$ cat src/rtl/trng_pkg.sv
// Shared types and default widths for the TRNG sequencer.
package trng_pkg;

  typedef enum logic [2:0] {
    IDLE,
    SEED,
    COLLECT,
    DELIVER,
    FAULT
  } trng_state_t;

  localparam int TRNG_DATA_WIDTH   = 32;
  localparam int TRNG_LFSR_WIDTH   = 32;
  localparam int TRNG_RESEED_WORDS = 16;
  localparam int TRNG_REP_LIMIT    = 8;

endpackage

$ cat src/rtl/trng_rep_test.sv
// Repetition-count health test: counts consecutive equal whitened bits and
// flags the bit that brings the run length up to REP_LIMIT.
module trng_rep_test #(
  parameter int REP_LIMIT = 8
) (
  input  logic clk,
  input  logic rst,
  input  logic clr,
  input  logic bit_vld,
  input  logic bit_val,
  output logic fail
);

  localparam int CW = $clog2(REP_LIMIT + 1);
  localparam logic [CW-1:0] LIM = CW'(REP_LIMIT);

  logic [CW-1:0] cnt, cnt_n;
  logic          last;

  // Run length including the incoming bit; saturates at the limit.
  always_comb begin
    cnt_n = cnt;
    if (bit_vld) begin
      if (cnt == '0 || bit_val != last) cnt_n = CW'(1);
      else if (cnt != LIM)              cnt_n = cnt + 1'b1;
    end
  end

  assign fail = bit_vld && (cnt_n == LIM);

  // Run-length state; clr starts a fresh run after a (re)seed.
  always_ff @(posedge clk or posedge rst) begin
    if (rst) begin
      cnt  <= '0;
      last <= 1'b0;
    end else if (clr) begin
      cnt  <= '0;
      last <= 1'b0;
    end else if (bit_vld) begin
      cnt  <= cnt_n;
      last <= bit_val;
    end
  end

endmodule

$ cat src/rtl/trng_seq_ctrl.sv
// TRNG sequencer: seeds the LFSR, collects one whitened bit per TMW window,
// packs DATA_WIDTH-bit words onto a valid/ready port and reseeds the LFSR
// from its own delivered output every RESEED_WORDS words.
// Optional build macro: TRNG_HEALTH_EN adds a repetition-count health test
// and a sticky FAULT state left only through clr_fault_i.
module trng_seq_ctrl
  import trng_pkg::*;
#(
  parameter int DATA_WIDTH   = TRNG_DATA_WIDTH,
  parameter int LFSR_WIDTH   = TRNG_LFSR_WIDTH,
  parameter int RESEED_WORDS = TRNG_RESEED_WORDS,
  parameter int REP_LIMIT    = TRNG_REP_LIMIT
) (
  input  logic                  clk,
  input  logic                  rst,
  input  logic                  run_i,
  input  logic [LFSR_WIDTH-1:0] seed_i,
  input  logic                  tmw_done_i,
  input  logic                  ro_bit_i,
  input  logic                  lfsr_bit_i,
  output logic                  request_o,
  output logic                  seed_we_o,
  output logic [LFSR_WIDTH-1:0] seed_o,
  output logic [DATA_WIDTH-1:0] rnd_data_o,
  output logic                  rnd_valid_o,
  input  logic                  rnd_ready_i,
  output logic                  busy_o,
  output logic                  fault_o,
  input  logic                  clr_fault_i
);

  localparam int BCW = $clog2(DATA_WIDTH + 1);
  localparam int WCW = (RESEED_WORDS > 0) ? $clog2(RESEED_WORDS + 1) : 1;
  localparam int RW_LAST_I = (RESEED_WORDS > 0) ? RESEED_WORDS - 1 : 0;
  localparam logic [BCW-1:0] BIT_LAST = BCW'(DATA_WIDTH - 1);
  localparam logic [WCW-1:0] RW_LAST  = WCW'(RW_LAST_I);

  trng_state_t           state;
  logic [DATA_WIDTH-1:0] shreg, sh_next;
  logic [BCW-1:0]        bit_cnt;
  logic [WCW-1:0]        word_cnt;
  logic [LFSR_WIDTH-1:0] reseed_val;
  logic                  b;
  logic                  reseed_due, word_wrap;

  assign b       = ro_bit_i ^ lfsr_bit_i;
  assign sh_next = {shreg[DATA_WIDTH-2:0], b};

  // With reseeding disabled the word counter simply stays at zero.
  assign reseed_due = (RESEED_WORDS != 0) && (word_cnt == RW_LAST);
  assign word_wrap  = (RESEED_WORDS == 0) || (word_cnt == RW_LAST);

  // Delivered word becomes the next seed, zero-extended or truncated.
  always_comb begin
    reseed_val = '0;
    for (int i = 0; i < LFSR_WIDTH && i < DATA_WIDTH; i++) reseed_val[i] = rnd_data_o[i];
  end

`ifdef TRNG_HEALTH_EN
  logic rep_fail;

  trng_rep_test #(.REP_LIMIT(REP_LIMIT)) u_rep (
    .clk     (clk),
    .rst     (rst),
    .clr     (state == SEED),
    .bit_vld (state == COLLECT && run_i && tmw_done_i),
    .bit_val (b),
    .fail    (rep_fail)
  );
`else
  localparam int unused_rep_limit = REP_LIMIT;
  logic unused_clr_fault;
  assign unused_clr_fault = clr_fault_i;
`endif

  // Sequencer FSM with all outputs registered alongside the state.
  always_ff @(posedge clk or posedge rst) begin
    if (rst) begin
      state       <= IDLE;
      request_o   <= 1'b0;
      seed_we_o   <= 1'b0;
      seed_o      <= '0;
      rnd_data_o  <= '0;
      rnd_valid_o <= 1'b0;
      busy_o      <= 1'b0;
      fault_o     <= 1'b0;
      shreg       <= '0;
      bit_cnt     <= '0;
      word_cnt    <= '0;
    end else begin
      // Seed strobe is a single cycle; seed_o only carries data alongside it.
      seed_we_o <= 1'b0;
      seed_o    <= '0;
      case (state)
        IDLE: begin
          if (run_i) begin
            state     <= SEED;
            seed_we_o <= 1'b1;
            seed_o    <= seed_i;
            busy_o    <= 1'b1;
          end
        end
        SEED: begin
          // The strobe has already gone out; a dropped run_i just ends here.
          if (run_i) begin
            state     <= COLLECT;
            request_o <= 1'b1;
            shreg     <= '0;
            bit_cnt   <= '0;
          end else begin
            state  <= IDLE;
            busy_o <= 1'b0;
          end
        end
        COLLECT: begin
          if (!run_i) begin
            // Partial word is discarded.
            state     <= IDLE;
            request_o <= 1'b0;
            busy_o    <= 1'b0;
            shreg     <= '0;
            bit_cnt   <= '0;
          end else if (tmw_done_i) begin
`ifdef TRNG_HEALTH_EN
            if (rep_fail) begin
              state     <= FAULT;
              request_o <= 1'b0;
              fault_o   <= 1'b1;
              shreg     <= '0;
              bit_cnt   <= '0;
            end else
`endif
            if (bit_cnt == BIT_LAST) begin
              state       <= DELIVER;
              request_o   <= 1'b0;
              rnd_data_o  <= sh_next;
              rnd_valid_o <= 1'b1;
              shreg       <= '0;
              bit_cnt     <= '0;
            end else begin
              shreg   <= sh_next;
              bit_cnt <= bit_cnt + 1'b1;
            end
          end
        end
        DELIVER: begin
          if (rnd_ready_i) begin
            rnd_valid_o <= 1'b0;
            word_cnt    <= word_wrap ? '0 : word_cnt + 1'b1;
            if (!run_i) begin
              state  <= IDLE;
              busy_o <= 1'b0;
            end else if (reseed_due) begin
              state     <= SEED;
              seed_we_o <= 1'b1;
              seed_o    <= reseed_val;
            end else begin
              state     <= COLLECT;
              request_o <= 1'b1;
              bit_cnt   <= '0;
            end
          end
        end
`ifdef TRNG_HEALTH_EN
        FAULT: begin
          if (clr_fault_i) begin
            state   <= IDLE;
            fault_o <= 1'b0;
            busy_o  <= 1'b0;
          end
        end
`endif
        default: begin
          state     <= IDLE;
          request_o <= 1'b0;
          busy_o    <= 1'b0;
        end
      endcase
    end
  end

endmodule

$ cat config.mk
export PLATFORM = sky130hd
export DESIGN_NAME = trng_seq_ctrl
export DESIGN_NICKNAME = d
export VERILOG_FILES = /design/src/rtl/trng_pkg.sv /design/src/rtl/trng_rep_test.sv /design/src/rtl/trng_seq_ctrl.sv
export SDC_FILE = /design/constraint.sdc
export NUM_CORES = 1
export LEC_CHECK = 0
export CORE_ASPECT_RATIO = 1.1
export CORE_MARGIN = 1.5
export CORE_UTILIZATION = 40
export CTS_CLUSTER_DIAMETER = 200
export DETAILED_ROUTE_END_ITERATION = 7
export DONT_BUFFER_PORTS = 1
export HOLD_SLACK_MARGIN = 0.06
export PLACE_DENSITY_LB_ADDON = 0.05
export SLEW_MARGIN = 15
export SYNTH_ARGS = -nofsm -noshare
export SYNTH_HDL_FRONTEND = slang
export SYNTH_SLANG_ARGS = --single-unit
$ cat constraint.sdc
create_clock -name clk -period 3.95 [get_ports clk]
set_input_delay 0.79 -clock clk [delete_from_list [all_inputs] [get_ports clk]]
set_output_delay 0.79 -clock clk [all_outputs]
set_load 0.02 [all_outputs]
* Word level (Yosys, flattened, before mapping)
Cells that the tools add are included.
** Operators by class
- Reductions and logical operators :: 13
- Bitwise logic cells :: 2
- Mux-type cells :: 49
- $add $sub $neg :: 2
- Eq/ne operators :: 15
** Operators by type and width (count)
- $mux W32 :: 4
- $mux W31 :: 4
- $pmux W32 S2 :: 1
- $pmux W31 S2 :: 1
- $mux W6 :: 7
- $pmux W6 S3 :: 1
- $mux W1 :: 17
- $ne A2 B2 Y1 const B :: 8
- $mux W3 :: 5
- $pmux W3 S4 :: 1
- $reduce_and A4 Y1 :: 2
- $reduce_and A7 Y1 :: 1
- $add A6 B1 Y6 const B :: 1
- $eq A3 B2 Y1 const B :: 2
- $eq A6 B5 Y1 const B :: 1
- $mux W2 :: 3
- $ne A3 B3 Y1 const B :: 2
- $reduce_and A6 Y1 :: 1
- $add A5 B1 Y5 const B :: 1
- $eq A5 B4 Y1 const B :: 1
- $mux W5 :: 1
- $reduce_and A5 Y1 :: 1
- $pmux W1 S2 :: 2
- $pmux W1 S4 :: 1
- 10 further kinds :: 12
** Storage, ports and cells
- Bits in registers :: 113
- Bits of input ports :: 40
- Output and inout port bits :: 69
- Word-level logic and storage cells :: 91

* Longest topological paths before layout
- Word-level depth :: 5
- Depth in mapped cells :: 8

* Worst setup path before layout
OpenSTA, ideal clock, no wires.
- Path type :: input -> register
- From :: input port run_i
- To :: register bit_cnt[3]
- Library setup time :: 0.121 ns
- Stages :: 5
- Arrival :: 2.014 ns
- Path buffers :: 1
- Data required time :: 3.829 ns
- Slack :: 1.815 ns
- Cells stage by stage :: buf_2 and3b_1 a2111oi_4 o211ai_1 a22o_1
** Between the ends
- Cells in the longest elaborated chain, start to end :: 2
- Elaborated cells on any way between the ends :: 6
** Ends and longest elaborated chain
- from (decl) :: line trng_seq_ctrl.sv:16 : input logic run_i,
- $ne A3 B3 Y1 (no source line), or another cell as far along
- $reduce_and A6 Y1 (no source line) / $pmux W6 S3 (equally long branches)
- to (signal assigned) :: line trng_seq_ctrl.sv:142 : bit_cnt <= bit_cnt + 1'b1;
- to (decl) :: line trng_seq_ctrl.sv:40 : logic [BCW-1:0] bit_cnt;
Several ways; a longest one is shown, not always the timed one.
A chain may end at the register's enable or synchronous reset.

* Final worst setup path
- From :: register state[0]
- To :: register seed_o[20]
** Between the ends
- Cells in the longest elaborated chain, start to end :: 2
- Elaborated cells on any way between the ends :: 3
** Ends and longest elaborated chain
- from (decl) :: line trng_seq_ctrl.sv:38 : trng_state_t state;
- from (signal assigned) :: line trng_seq_ctrl.sv:79 : state <= IDLE;
- from (signal assigned) :: line trng_seq_ctrl.sv:97 : state <= SEED;
- from (signal assigned) :: line trng_seq_ctrl.sv:106 : state <= COLLECT;
- $eq A3 B2 Y1 / $logic_not A3 Y1 (equally long branches) :: line trng_seq_ctrl.sv:94 : case (state)
- $pmux W32 S2 * :: line trng_seq_ctrl.sv:94
- to (signal assigned) :: line trng_seq_ctrl.sv:99 : seed_o <= seed_i;
- to (signal assigned) :: line trng_seq_ctrl.sv:156 : seed_o <= reseed_val;
- to (decl) :: line trng_seq_ctrl.sv:23 : output logic [LFSR_WIDTH-1:0] seed_o,
Mark *: on every way between the ends. The rest lies on a longest branch, timed or not.

==> results.md <==
* Area growth, synth to finish at 9.35%
* Row cnt at 40
* RSZ-0062 raised after global routing: false
* Fin. Hold Viols at 0
* Post-CTS sizing at 0
* Measured slew at the worst slew-check pin at 0.965 ns
* Root buffer cell: clkbuf_16
* Worst Clk Skew at 0.00722 ns
* Area leader, netlist: dfrtp_1
* Pin count of the biggest net entering global routing at 69
* Gpl congestion at 0.780
* R2r setup slk at 1.64 ns
* Vias in the first global route at 2835
* Layout cell share with drive strength beyond 1 at 0.166
* DRT Wirelength at 9.69 mm
* Worst Path Max Fanout at 21
* Clock sinks at 112
* Critical-path top delay cell: and2_1
* Ranking of synthesized cells by area: dfrtp_1, mux2_2, a22o_1, a22oi_1, nor2_1
* Post-layout util at 0.450
* Port bufs at 0
* Clock transition at path regs at 0.07 ns
* RR Startpoint: state[0]$_DFFE_PP0P_
* First-pass GRT wire length at 15.6 mm
* Hold Crit Start: word_cnt[4]$_DFFE_PP0P_
* Reg2reg path depth at 6
* Syn nets at 400
* Cells after Synth at 354
* Largest family of logic cells by synthesized area: compound AO/OA/AOI/OAI gates
* Detail Route Antenna Nets at 0
* Wire length per cell at 19.5 um
* Top-count cell post-synth: dfrtp_1
* Mapped cell area at 4510 um2
* Diode count at 0
* Flops & latches, synth at 112
* Post-synth ARST share at 1.00
* Total gr overflow at 0
* Peak supply drop at 0.000365 V
* Buffer count from post-CTS setup fixing at 0
* Setup TNS at 0 ns
* Die H at 114 um
* Hold_buf cts at 0
* Post-Synth Adder-Cell Area at 0.0167
* WP data required at 4.21 ns
* Final setup violation count at 0
* Setup crit start kind: flip-flop
* Slew headroom at 0.356
* Starting Density at 0.411
* Synth Area in Compound Gates at 0.158
* Status: finished, final reports clean
* Synth unique cells at 42
* Predominant post-synthesis flop cell: dfrtp_1
* Reg-to-reg endpoint: seed_o[20]$_DFF_PP0_
* Pwr Density at 596 nW/um2
* Die ar. at 11900 um2
* TritonCTS clock tree: yes
* Tot Pwr at 2.94 mW
* Synth Area in Simple Gates at 0.0791
* DRT Pass-1 Iters at 4
* Max Clock Freq at 434 MHz
* # nets final at 392
* # IOs at 109
* Path type of the worst setup path: flip-flop to flip-flop
* Vias per inst at 5.67
* Max incr delay on CP at 0.81 ns
* Commonest cells post-synth: dfrtp_1, nor2_1, a22o_1, a22oi_1, mux2_2
* Seq/Total Area, Yosys at 0.622
* Number of synthesized flops with an enable pin at 0
* Critical Path End Type: flip-flop
* Core ar. at 11000 um2
* Final Critical Period at 2.31 ns
* Chip width at 104 um
* Leakage at 2.37 nW
* Crit path arrival time at 2.57 ns
* Min-Delay Endpoint: word_cnt[4]$_DFFE_PP0P_
* WHS Path Cells at 1
* Max-cap violations at 0
* Post-synthesis xor/xnor area fraction at 0.00389
* Critical Path Start: state[0]$_DFFE_PP0P_
* CTS H-tree lvls at 3
* GRT Total Usage at 0.172
* Starting DRC count in detailed routing at 135
* Vias at 2810
* HP Class: flip-flop to flip-flop
* Mux contribution to synthesized area at 0.0866
* Initial antenna violation count at 0
* Placed Cells at 482
* Crit path cell chain: inv_1 > ha_1 > and2_1 > buf_4 > a22oi_1 > nor2_1
* CTS buffer count at 9
* Residual DRC at 0
* DP HPWL at 6.07 mm
* Clock Tree Buf Depth at 2
* YS warnings at 1
* Tcrit/Tclk final at 0.584
* Clock Latency Late Sink at 0.34 ns
* Share of the synthesized area in the top cell type at 0.622
* Post-Layout Cell Count at 496
* Synth Area per Inst at 12.7 um2
* Final Max Slew Viols at 0
## final cells by class
| cell class | count | area [um2] |
|---|---|---|
| fillers | 990 | 6030 |
| clock inverters | 3 | 42.5 |
| repair buffers | 6 | 57.6 |
| flip-flops and latches | 112 | 2800 |
| multi-input cells | 209 | 1560 |
| inverters | 8 | 32.5 |
| well taps | 147 | 184 |
| clock buffers | 11 | 253 |
## critical path, delay by kind of cell (launching register included)
kind / cells / cell delay [ns]
AOI/OAI and AO/OA: 1 / 0.09
adders and majority gates: 1 / 0.30
buffers and inverters: 2 / 0.44
DFF: 1 / 0.41
and+or+nand+nor: 2 / 0.98
## layer usage
metal / vias to the layer above / track usage / wire, um
li1: 1268 / - / -
met1: 1431 / 0.221 / 4300
met2: 91 / 0.263 / 4590
met3: 20 / 0.0461 / 499
met4: 0 / 0.102 / 293
met5: - / 0 / 0
## flip-flops by register name, summed over array words and instances (netlist names)
register / count
seed_we_o: 1
rnd_valid_o: 1
shreg: 31
word_cnt: 5
request_o: 1
seed_o: 32
bit_cnt: 6
busy_o: 1
rnd_data_o: 32
state: 2
## where the power goes
group	leakage (nW)	switching, mW	internal, mW
combinational	0.685	0.435	0.183
sequential	1.54	0.160	1.25
clock	0.143	0.393	0.519
## stage by stage
stage | worst slack [ns] | cell area, um2 | hold WS (ns)
floorplan | 0.201 | 4510 | 0.451
global placement | 1.70 | 4630 | 0.464
detailed placement | 1.68 | 4630 | 0.471
CTS | 1.68 | 4930 | 0.487
global route | 1.50 | 4930 | 0.503
finish | 1.64 | 4930 | 0.483
## worst max path at each step
stage	depth (start not counted)	end	slack (ns)
floorplan	1	bit_cnt[0]$_DFFE_PP0P_	0.20
global placement	6	shreg[25]$_DFFE_PP0P_	1.70
detailed placement	6	seed_o[20]$_DFF_PP0_	1.68
CTS	6	seed_o[20]$_DFF_PP0_	1.68
global route	6	seed_o[20]$_DFF_PP0_	1.50
finish	6	seed_o[20]$_DFF_PP0_	1.64
## placed cells by master (no fill, tap or decap), types with 2 or more instances in the layout
| cell type | count |
|---|---|
| dfrtp_1 | 112 |
| nor2_1 | 37 |
| mux2_2 | 32 |
| a22o_1 | 32 |
| a22oi_1 | 32 |
| nand2_1 | 9 |
| nand3_1 | 9 |
| clkbuf_16 | 9 |
| inv_1 | 7 |
| o21ai_0 | 6 |
| ha_1 | 6 |
| buf_4 | 5 |
| nor2b_1 | 4 |
| o211ai_1 | 4 |
| and3_1 | 3 |
| nand4_1 | 3 |
| nor3_1 | 3 |
| a21oi_1 | 3 |
| mux2i_1 | 3 |
| a21o_1 | 2 |
| a31oi_1 | 2 |
| clkbuf_8 | 2 |
## cells by family (layout without fill, tap and decap cells)
group,count (synthesis),in the layout
other,1,1
muxes,35,35
DFF,112,112
and+or+nand+nor,76,76
xor gates and xnor gates,2,2
adders and majority gates,6,6
AOI/OAI and AO/OA,89,89
buffers and inverters,33,28
Power figures use the tool's default switching activity.
==> patch, RTL diff (same settings) <==
Set the package constant `TRNG_RESEED_WORDS` to 32 (it was 16).
--- a/src/rtl/trng_pkg.sv
+++ b/src/rtl/trng_pkg.sv
@@ -13,3 +13,3 @@
   localparam int TRNG_LFSR_WIDTH   = 32;
-  localparam int TRNG_RESEED_WORDS = 16;
+  localparam int TRNG_RESEED_WORDS = 32;
   localparam int TRNG_REP_LIMIT    = 8;
Function: same outputs for any inputs over 4 cycles, from zero or initial values and one cycle with rst high; that may be too few to reach the edited logic, so the function may still have changed.
==> patch against the unedited design <==
Setup slack worse by 360 ps; critical path depth unchanged; design area up 10%; sequential cell count up 1; global-route usage up 0.73 points; non-clock buffer count unchanged; clock power up 92%; total power up 29%; clock skew down 2.4 ps; routed wire length up 7.1%; area after synthesis up 4.2%; critical path type unchanged; largest power group is now the clock network.
==> patch: results (changes against the unedited design) <==
The flow ran to the end, and the final reports show no timing, DRC or antenna violations. The maximum level of the CTS H-tree is 4 (+1). The detailed-route vias per instance is 5.528 (-2.4%). The run gives 6685 um (+10%) as the post-DP HPWL. The number of different library cells in the post-synthesis netlist was 52 (+24%). The logs give 3035 (+7.1%) for the via count of the first global-routing pass and 407 (+1.8%) for the net count of the mapped netlist. Ranked by instance count, the synthesized netlist is headed by 113 x sky130_fd_sc_hd__dfrtp_1, 39 x sky130_fd_sc_hd__nor2_1, 33 x sky130_fd_sc_hd__mux2_1. The tools report the number of clock buffers inserted by TritonCTS as 17 (+8).

The cell with the biggest individual delay on the critical path was sky130_fd_sc_hd__nand4_2. The run gives 1225 ps (-457.0 ps) as the placement-stage worst setup slack. The wire length on met1 is 4753 um (+10%). Initial detailed-routing violation count: 155 (+15%).

The longest individual stage delay on the worst path works out to 660 ps (-150 ps). The fraction of layout cells with a size suffix above 1 is 0.1253 (-0.04086). The largest net degree at the start of global routing was 78 (+13%); the filler cell count in the final layout was 1017 (+2.7%). The signal arrival time at the worst endpoint was 2940 ps (+370 ps); the met2 usage in global routing was 0.2804 (+0.01774). For the met1 track utilization from global routing, the log shows 0.2271 (+0.005729). The routed length on met3 is 685 um (+37%). The logs give 0.7878 (+1.0%) for the placer congestion estimate and 4 (unchanged) for the number of detailed-routing iterations run before antenna repair.

The logs give 0.1794 (+0.007348) for the overall routing resource usage and 0.2382 (-0.1181) for the tightest slew margin relative to the limit. Largest fanout on the critical path: 23 (+9.5%). By area the synthesized netlist is led by sky130_fd_sc_hd__dfrtp_1 60%, sky130_fd_sc_hd__mux2_1 7.9%, sky130_fd_sc_hd__a22o_1 6.0%. The initial antenna violation count was 0 (unchanged); the setup clock skew after layout was 4.801 ps (-2.415 ps). The run gives 16530 um (+6.3%) as the first-pass GRT wire length. The maximum vdd drop is 402.7 uV (+10%). The tools report the net count of the finished layout as 408 (+4.1%). The static leakage came out at 2.661 nW (+12%).

Class of the most critical hold timing path: input pin to async pin. The clock transition at the registers of the reported paths was 50 ps (-20 ps); the clock insertion delay at the later pin of the skew report was 400 ps (+60 ps). The met3 track demand over resource in global routing was 0.06696 (+0.02086).

The routed wire length was 10380 um (+7.1%); the proportion of synthesized chip area in sequential cells was 0.6017 (-0.02000). The tools report the total met2 wirelength after detailed routing as 4819 um (+5.0%).
==> patch: cell families after synthesis <==
| kind of cell | after synthesis | synth area share |
|---|---|---|
| flops | 113 | 0.6017 |
| compound gates | 87 | 0.1523 |
| simple gates | 82 | 0.09186 |
| mux | 36 | 0.08653 |
| buf+inv | 32 | 0.04340 |
| fa+ha+maj | 6 | 0.01597 |
| xor+xnor | 4 | 0.007456 |
| other cells | 1 | 0.0007980 |
==> patch: worst paths after layout <==
kind	depth (start not counted)	slack, ps	start	endpoint
worst max-delay path	6	1290	state[0]	rnd_data_o[26]
worst min-delay path	1	470	rst	seed_o[16]
worst max register to register	6	1290	state[0]	rnd_data_o[26]
worst min register to register	1	500	shreg[30]	rnd_data_o[31]
max in group asynchronous	2	2580	rst	seed_o[13]
min in group clk	1	500	shreg[30]	rnd_data_o[31]
==> patch: cell type report <==
cell class / count / area [sq um] / area share
multi-input cells: 216 / 1668 / 0.3066
clock inverters: 10 / 203.9 / 0.03750
well taps: 150 / 187.7 / 0.03451
flip-flops and latches: 113 / 2828 / 0.5199
clock buffers: 22 / 474.2 / 0.08719
inverters: 8 / 32.53 / 0.005981
repair buffers: 6 / 45.04 / 0.008282
==> patch: through the flow <==
| stage | hold slack, ps | instances | cell area (sq um) |
|---|---|---|---|
| 6_report | 474.1 | 525 | 5439 |
| 5_1_grt | 515.9 | 525 | 5439 |
| 4_1_cts | 504.2 | 525 | 5439 |
| 3_5_place_dp | 490.8 | 493 | 4761 |
| 3_3_place_gp | 483.6 | 493 | 4761 |
| 2_1_floorplan | 458.5 | 361 | 4700 |
==> patch: power breakdown <==
part	leakage [nW]	total, W	switching, W	internal (W)
combinational	0.766	0.000627	0.000440	0.000188
sequential	1.56	0.00142	0.000159	0.00126
clock	0.334	0.00175	0.000514	0.00123
